[src/rtl/game_sequencer.sv]
`default_nettype none
// ============================================================================
// Module      : game_sequencer
// Description : Game-flow controller for a fixed-shooter arcade game. It
//               tracks game state (IDLE / PLAY / CLEAR / OVER), score, lives,
//               aliens left and wave number. It also paces the alien
//               formation from frame ticks and turns the fire button into
//               one-cycle bullet launch requests.
// Revision    : 1.0 - initial release
// ----------------------------------------------------------------------------
// Parameters
//   FRAME_LINE    vertical line whose px==0 marks the end of a frame
//   STEP_DIV_MIN  minimum number of frames between alien steps
//   ALIEN_COUNT   aliens per wave (1..63)
//   LIVES_INIT    lives per game (1..3)
//   CLEAR_FRAMES  pause length between waves, in frames
// Ports
//   iCLK           in   1   pixel-domain clock
//   iRST_N         in   1   synchronous active-low reset
//   iStart_N       in   1   start pushbutton, active-low, asynchronous
//   iFire_N        in   1   fire pushbutton, active-low, asynchronous
//   iPx / iPy      in  10   current pixel coordinates
//   iAlienHit      in   1   one-cycle pulse, one alien destroyed
//   iPlayerHit     in   1   one-cycle pulse, player ship hit
//   iAliensLanded  in   1   level, alien row reached the ground
//   iBulletBusy    in   1   player bullet in flight
//   oState         out  2   0 IDLE, 1 PLAY, 2 CLEAR, 3 OVER
//   oStepTick      out  1   one-cycle pulse, advance alien formation
//   oFireReq       out  1   one-cycle pulse, launch player bullet
//   oScore         out 16   score (saturating)
//   oLives         out  2   lives remaining
//   oAliensLeft    out  6   aliens alive in the current wave
//   oWave          out  4   wave number (saturating at 15)
// Build option
//   GAME_SEQ_AUTOFIRE_EN  when defined, a held fire button also fires each
//                         time the bullet in flight finishes
// ============================================================================
module game_sequencer #(
    parameter int FRAME_LINE   = 480,
    parameter int STEP_DIV_MIN = 2,
    parameter int ALIEN_COUNT  = 40,
    parameter int LIVES_INIT   = 3,
    parameter int CLEAR_FRAMES = 60
) (
    input  logic        iCLK,
    input  logic        iRST_N,
    input  logic        iStart_N,
    input  logic        iFire_N,
    input  logic [9:0]  iPx,
    input  logic [9:0]  iPy,
    input  logic        iAlienHit,
    input  logic        iPlayerHit,
    input  logic        iAliensLanded,
    input  logic        iBulletBusy,
    output logic [1:0]  oState,
    output logic        oStepTick,
    output logic        oFireReq,
    output logic [15:0] oScore,
    output logic [1:0]  oLives,
    output logic [5:0]  oAliensLeft,
    output logic [3:0]  oWave
);

    // ------------------------------------------------------------------------
    // State encoding and sized constants
    // ------------------------------------------------------------------------
    localparam logic [1:0] c_ST_IDLE  = 2'd0;
    localparam logic [1:0] c_ST_PLAY  = 2'd1;
    localparam logic [1:0] c_ST_CLEAR = 2'd2;
    localparam logic [1:0] c_ST_OVER  = 2'd3;

    localparam logic [9:0]  c_FRAME_LINE   = 10'(FRAME_LINE);
    localparam logic [15:0] c_STEP_DIV_MIN = 16'(STEP_DIV_MIN);
    localparam logic [15:0] c_CLEAR_LAST   = 16'(CLEAR_FRAMES - 1);
    localparam logic [5:0]  c_ALIEN_COUNT  = 6'(ALIEN_COUNT);
    localparam logic [1:0]  c_LIVES_INIT   = 2'(LIVES_INIT);
    localparam logic [15:0] c_SCORE_STEP   = 16'd10;
    // Highest score that can still take a full increment without wrapping.
    localparam logic [15:0] c_SCORE_ROOM   = 16'hFFFF - c_SCORE_STEP;
    localparam logic [3:0]  c_WAVE_MAX     = 4'd15;

    // ------------------------------------------------------------------------
    // Registers
    // ------------------------------------------------------------------------
    // Button synchronizers: meta -> sync -> prev. The extra "prev" stage gives
    // a clean falling-edge detect on the synchronized level. All stages reset
    // to 1, so the buttons read as released and no press appears after reset.
    logic        r_start_meta;
    logic        r_start_sync;
    logic        r_start_prev;
    logic        r_fire_meta;
    logic        r_fire_sync;
    logic        r_fire_prev;

    logic        r_at_frame_d;  // frame coordinate seen on the previous cycle
    logic [1:0]  r_state;
    logic [15:0] r_frame_cnt;   // step divider in PLAY, pause timer in CLEAR
    logic        r_step_tick;
    logic        r_fire_req;
    logic [15:0] r_score;
    logic [1:0]  r_lives;
    logic [5:0]  r_aliens;
    logic [3:0]  r_wave;

    // ------------------------------------------------------------------------
    // Combinational helpers
    // ------------------------------------------------------------------------
    logic        w_start_press;
    logic        w_fire_press;
    logic        w_at_frame;
    logic        w_frame_tick;
    logic [15:0] w_step_div;
    logic [15:0] w_step_last;
    logic [5:0]  w_aliens_next;
    logic [15:0] w_score_next;
    logic [1:0]  w_lives_next;
    logic        w_fire_auto;
    logic        w_fire_trig;
    logic [3:0]  w_wave_next;

    assign w_start_press = r_start_prev & ~r_start_sync;
    assign w_fire_press  = r_fire_prev  & ~r_fire_sync;

    // The beam can dwell on the trigger coordinate for several cycles. Only
    // the first of those cycles counts as the frame tick.
    assign w_at_frame   = (iPx == 10'd0) && (iPy == c_FRAME_LINE);
    assign w_frame_tick = w_at_frame & ~r_at_frame_d;

    // The formation speeds up as it thins out.
    assign w_step_div  = c_STEP_DIV_MIN + {11'd0, r_aliens[5:1]};
    assign w_step_last = w_step_div - 16'd1;

    assign w_wave_next = (r_wave == c_WAVE_MAX) ? r_wave : r_wave + 4'd1;

`ifdef GAME_SEQ_AUTOFIRE_EN
    // With the button held, fire again the moment the previous bullet ends.
    logic r_busy_d;

    always_ff @(posedge iCLK) begin
        if (!iRST_N) begin
            r_busy_d <= 1'b0;
        end else begin
            r_busy_d <= iBulletBusy;
        end
    end

    assign w_fire_auto = ~r_fire_sync & r_busy_d & ~iBulletBusy;
`else
    assign w_fire_auto = 1'b0;
`endif

    // A press while the bullet is in flight is dropped, not queued.
    assign w_fire_trig = (w_fire_press & ~iBulletBusy) | w_fire_auto;

    // Hit bookkeeping. These values are committed only in PLAY. The exit
    // decision looks at these post-update values, so two hits in the same
    // cycle are both applied before the exit is chosen.
    always_comb begin
        w_aliens_next = r_aliens;
        w_score_next  = r_score;
        w_lives_next  = r_lives;

        if (iAlienHit) begin
            if (r_aliens != 6'd0) begin
                w_aliens_next = r_aliens - 6'd1;
            end
            if (r_score > c_SCORE_ROOM) begin
                w_score_next = 16'hFFFF;
            end else begin
                w_score_next = r_score + c_SCORE_STEP;
            end
        end

        // Landing ends the game outright, regardless of ship hits.
        if (iAliensLanded) begin
            w_lives_next = 2'd0;
        end else if (iPlayerHit && (r_lives != 2'd0)) begin
            w_lives_next = r_lives - 2'd1;
        end
    end

    // ------------------------------------------------------------------------
    // Synchronizers and frame-edge history
    // ------------------------------------------------------------------------
    always_ff @(posedge iCLK) begin
        if (!iRST_N) begin
            r_start_meta <= 1'b1;
            r_start_sync <= 1'b1;
            r_start_prev <= 1'b1;
            r_fire_meta  <= 1'b1;
            r_fire_sync  <= 1'b1;
            r_fire_prev  <= 1'b1;
            r_at_frame_d <= 1'b0;
        end else begin
            r_start_meta <= iStart_N;
            r_start_sync <= r_start_meta;
            r_start_prev <= r_start_sync;
            r_fire_meta  <= iFire_N;
            r_fire_sync  <= r_fire_meta;
            r_fire_prev  <= r_fire_sync;
            r_at_frame_d <= w_at_frame;
        end
    end

    // ------------------------------------------------------------------------
    // Game state machine
    // ------------------------------------------------------------------------
    always_ff @(posedge iCLK) begin
        if (!iRST_N) begin
            r_state     <= c_ST_IDLE;
            r_frame_cnt <= 16'd0;
            r_step_tick <= 1'b0;
            r_fire_req  <= 1'b0;
            r_score     <= 16'd0;
            r_lives     <= c_LIVES_INIT;
            r_aliens    <= c_ALIEN_COUNT;
            r_wave      <= 4'd1;
        end else begin
            // Pulses are high for one cycle unless re-armed below.
            r_step_tick <= 1'b0;
            r_fire_req  <= 1'b0;

            case (r_state)
                c_ST_IDLE, c_ST_OVER: begin
                    // OVER keeps the final score and lives on display until
                    // a new game is started.
                    if (w_start_press) begin
                        r_state     <= c_ST_PLAY;
                        r_frame_cnt <= 16'd0;
                        r_score     <= 16'd0;
                        r_lives     <= c_LIVES_INIT;
                        r_aliens    <= c_ALIEN_COUNT;
                        r_wave      <= 4'd1;
                    end
                end

                c_ST_PLAY: begin
                    r_score  <= w_score_next;
                    r_lives  <= w_lives_next;
                    r_aliens <= w_aliens_next;

                    // OVER is checked first, so it wins when both exits
                    // qualify. Pulses are suppressed on the exit cycle so
                    // that none can appear outside PLAY.
                    if (w_lives_next == 2'd0) begin
                        r_state     <= c_ST_OVER;
                        r_frame_cnt <= 16'd0;
                    end else if (w_aliens_next == 6'd0) begin
                        r_state     <= c_ST_CLEAR;
                        r_frame_cnt <= 16'd0;
                    end else begin
                        r_fire_req <= w_fire_trig;
                        if (w_frame_tick) begin
                            // A >= test handles a divider that shrinks below
                            // the running count after hits.
                            if (r_frame_cnt >= w_step_last) begin
                                r_frame_cnt <= 16'd0;
                                r_step_tick <= 1'b1;
                            end else begin
                                r_frame_cnt <= r_frame_cnt + 16'd1;
                            end
                        end
                    end
                end

                c_ST_CLEAR: begin
                    if (w_frame_tick) begin
                        if (r_frame_cnt >= c_CLEAR_LAST) begin
                            r_state     <= c_ST_PLAY;
                            r_frame_cnt <= 16'd0;
                            r_aliens    <= c_ALIEN_COUNT;
                            r_wave      <= w_wave_next;
                        end else begin
                            r_frame_cnt <= r_frame_cnt + 16'd1;
                        end
                    end
                end

                default: begin
                    r_state <= c_ST_IDLE;
                end
            endcase
        end
    end

    // ------------------------------------------------------------------------
    // Outputs (all registered)
    // ------------------------------------------------------------------------
    assign oState      = r_state;
    assign oStepTick   = r_step_tick;
    assign oFireReq    = r_fire_req;
    assign oScore      = r_score;
    assign oLives      = r_lives;
    assign oAliensLeft = r_aliens;
    assign oWave       = r_wave;

endmodule

`default_nettype wire

[config.mk]
export PLATFORM = sky130hd
export DESIGN_NAME = game_sequencer
export DESIGN_NICKNAME = d
export VERILOG_FILES = /design/src/rtl/game_sequencer.sv
export SDC_FILE = /design/constraint.sdc
export NUM_CORES = 1
export LEC_CHECK = 0
export CAP_MARGIN = 5
export CORE_MARGIN = 4
export CORE_UTILIZATION = 25
export DETAILED_ROUTE_END_ITERATION = 16
export MAX_ROUTING_LAYER = met4
export PLACE_DENSITY = 0.51
export REMOVE_ABC_BUFFERS = 1
export SYNTH_ARGS = -nofsm -noshare
export SYNTH_HDL_FRONTEND = slang
export SYNTH_SLANG_ARGS = --single-unit
[constraint.sdc]
create_clock -name iCLK -period 2.95 [get_ports iCLK]
set_input_delay 0.4425 -clock iCLK [delete_from_list [all_inputs] [get_ports iCLK]]
set_output_delay 0.4425 -clock iCLK [all_outputs]
set_load 0.01 [all_outputs]
==> impl_metrics.json <==
{
  "status": "completed",
  "clk_path_buf_depth": 2,
  "cts-root-buf": "clkbuf_16",
  "dp_hpwl_um": 5990,
  "slew_viol_final": 0,
  "insertion_delay_ns": 0.29,
  "post-place-ws_ns": 0.122,
  "die_x_um": 121,
  "fin_ws_ns": 0.308,
  "synthFlopType": "dfxtp_1",
  "min_path_type": "reg -> reg",
  "critPathKind": "reg -> reg",
  "timing.fmax_ghz": 0.379,
  "p_per_area_nw_per_um2": 535,
  "fp.dieArea_um2": 14600,
  "cts-buffers-inserted": 5,
  "die_h_um": 121,
  "ys_types": 68,
  "grt_remaining_overflow": 0,
  "io_pins": 60,
  "cts_setup_buffers": 0,
  "fill_cells": 1289,
  "cts_tree": "built",
  "layoutNonFillerInstCount": 609,
  "cts_num_sinks": 55,
  "ctsHoldBuffers": 0,
  "placed_cells": 601,
  "num_vias": 2913,
  "grt_pass1_wl_um": 13400,
  "io_buffers": 59,
  "rsz0062_at_grt": "false",
  "multi_input_area_um2": 1930,
  "required_ns": 3.13,
  "syn_area_um2": 3190,
  "relSlewSlack": 0.500,
  "post_cts_resized": 0,
  "rows": 40,
  "ys_seq_elements": 55,
  "syn_avg_cell_area_um2": 8.41,
  "yosysWarnings": 0,
  "syn_inst": 379,
  "path_max_fanout": 20,
  "antenna_found_initial": 0,
  "drc": 0,
  "finClkSkew_ns": 0.00651,
  "setup_viol": 0,
  "seqCellArea_um2": 1100,
  "fin_tns_setup_ns": 0,
  "wl_per_cell_um": 13.4,
  "grt_use_total": 0.113,
  "leakage_uw": 0.00161,
  "drive_gt1_frac": 0.0884,
  "nets": 484,
  "ant_nets": 0,
  "grt_max_degree": 45,
  "maxCapViolCount": 0,
  "reg2reg_slack_ns": 0.31,
  "layout_min_cycle_time_ns": 2.64,
  "hold_violations": 0,
  "grt_pass1_vias": 2675,
  "drt-total-wl_um": 8170,
  "cp-start-kind": "flip-flop",
  "ir_drop_v": 0.000221,
  "cp-end-kind": "flip-flop",
  "antenna_cells": 0,
  "htreeDepth": 2,
  "vias_per_cell": 4.78,
  "area_growth_pct": 30.0,
  "dr.pass1.iters": 4,
  "core_um2": 12300,
  "clk_pin_slew_worst_paths_ns": 0.07,
  "synth_edf_count": 0,
  "gp_congestion": 0.844,
  "ys_seq_area_frac": 0.346,
  "start_util": 0.260,
  "async_reset_ff_frac": 0,
  "cp.arrival_ns": 2.82,
  "post-route-period-util": 0.896,
  "worstMarginPinSlew_ns": 0.750,
  "first_iter_violations": 188
}
==> power by group <==
part | switching, µW | leakage (µW) | internal [µW]
Combinational | 481 | 0.00109 | 329
Clock | 272 | 0.0000733 | 311
Sequential | 46.9 | 0.000445 | 777
==> cell usage in the layout (no fill, tap or decap), types with 8 or more instances in the layout <==
cell type	synthesis	final
nor2b_1	14	14
and3_1	20	20
clkdlybuf4s50_1	0	58
nor2_1	19	19
a21oi_1	26	26
ha_1	16	16
inv_1	17	17
buf_4	0	14
o21ai_0	20	20
dfxtp_1	55	55
nand2b_1	15	15
nand2_1	35	35
nor3_1	8	8
nand3_1	13	13
==> final timing paths <==
check | cells past startpoint | from | to
setup reg to reg | 9 | oAliensLeft[1]$_SDFFE_PN0P_ | r_frame_cnt[4]$_SDFFE_PN0P_
hold / removal | 1 | r_fire_meta$_SDFF_PN1_ | r_fire_sync$_SDFF_PN1_
hold reg to reg | 1 | r_fire_meta$_SDFF_PN1_ | r_fire_sync$_SDFF_PN1_
setup / recovery | 9 | oAliensLeft[1]$_SDFFE_PN0P_ | r_frame_cnt[4]$_SDFFE_PN0P_
==> per-layer routing <==
layer / global-route usage / wire length [µm] / vias to the layer above
li1: - / - / 1494
met1: 0.156 / 4050 / 1348
met2: 0.166 / 3560 / 67
met3: 0.0242 / 483 / 4
met4: 0.0347 / 75 / 0
met5: - / 0 / -
==> synthesized netlist by cell type (2+ instances only) <==
| cell | instances | area, µm² |
|---|---|---|
| nand2_1 | 35 | 131 |
| nor4_1 | 5 | 31.3 |
| a211o_1 | 3 | 26.3 |
| nor2b_1 | 14 | 87.6 |
| a21boi_0 | 2 | 15.0 |
| nand3_1 | 13 | 65.1 |
| or4_1 | 4 | 30.0 |
| a22oi_1 | 3 | 22.5 |
| a21oi_1 | 26 | 130 |
| or3_1 | 2 | 12.5 |
| o211ai_1 | 2 | 15.0 |
| inv_1 | 17 | 63.8 |
| o2bb2ai_1 | 3 | 26.3 |
| xnor2_1 | 2 | 17.5 |
| o21ai_1 | 5 | 25.0 |
| and2_1 | 3 | 18.8 |
| o21a_1 | 4 | 30.0 |
| a21boi_1 | 2 | 15.0 |
| xor2_1 | 2 | 17.5 |
| or2_2 | 2 | 12.5 |
| ha_1 | 16 | 200 |
| buf_6 | 2 | 22.5 |
| o21ai_0 | 20 | 100 |
| nor2_1 | 19 | 71.3 |
| nand4b_1 | 2 | 17.5 |
| nand4_1 | 6 | 37.5 |
| dfxtp_1 | 55 | 1100 |
| a21o_1 | 4 | 30.0 |
| nand2b_1 | 15 | 93.8 |
| nor3b_1 | 2 | 15.0 |
| mux2i_1 | 3 | 30.0 |
| nor3_1 | 8 | 40.0 |
| and3_1 | 20 | 125 |
| o2111ai_1 | 2 | 17.5 |
| clkbuf_1 | 15 | 56.3 |
| nand3b_1 | 2 | 15.0 |
| a31oi_1 | 3 | 18.8 |
| a31o_1 | 3 | 26.3 |
| nor4b_1 | 2 | 17.5 |
| buf_1 | 2 | 7.51 |
| o31ai_1 | 2 | 15.0 |
==> registers in the layout (all words and copies together) (netlist names) <==
signal,flops
r_start_sync,1
r_fire_meta,1
r_at_frame_d,1
oLives,2
r_start_meta,1
r_fire_prev,1
oAliensLeft,6
oScore,16
oStepTick,1
oFireReq,1
oWave,4
r_start_prev,1
oState,2
r_frame_cnt,16
r_fire_sync,1
==> area by class of cell <==
cell class	instances	area share
clock inverters	3	0.00363
well taps	168	0.0508
repair buffers	73	0.167
flip-flops and latches	55	0.266
clock buffers	5	0.0302
inverters	17	0.0154
multi-input cells	288	0.467
==> kinds of logic after synthesis <==
| group | count (synthesis) | share of synthesized area |
|---|---|---|
| and+or+nand+nor | 163 | 0.292 |
| AOI/OAI and AO/OA | 102 | 0.232 |
| DFF | 55 | 0.346 |
| buffers and inverters | 36 | 0.0471 |
| adders and majority gates | 16 | 0.0628 |
| xor gates and xnor gates | 4 | 0.0110 |
| muxes | 3 | 0.00943 |
==> worst max-delay path, cell delays in order, from the launching register on <==
cell and delay (ns):
dfxtp_1 0.36, inv_1 0.14, ha_1 0.23, nand2b_4 0.09, o41ai_4 0.25, mux2i_1 0.33
a211oi_4 0.10, o21ai_2 0.59, nor2_2 0.15, a211o_1 0.28
==> through the flow <==
stage	cell area [µm²]	total power [µW]	hold slack, ns	util
after floorplan	3100	1350	0.386	-
after global placement	4000	1650	0.390	0.326
after detailed placement	4000	1650	0.392	0.326
after CTS	4140	2240	0.417	0.338
after global routing	4140	2370	0.433	0.338
final	4140	2220	0.414	0.338
Note: power is estimated with default switching activity, not from simulation.
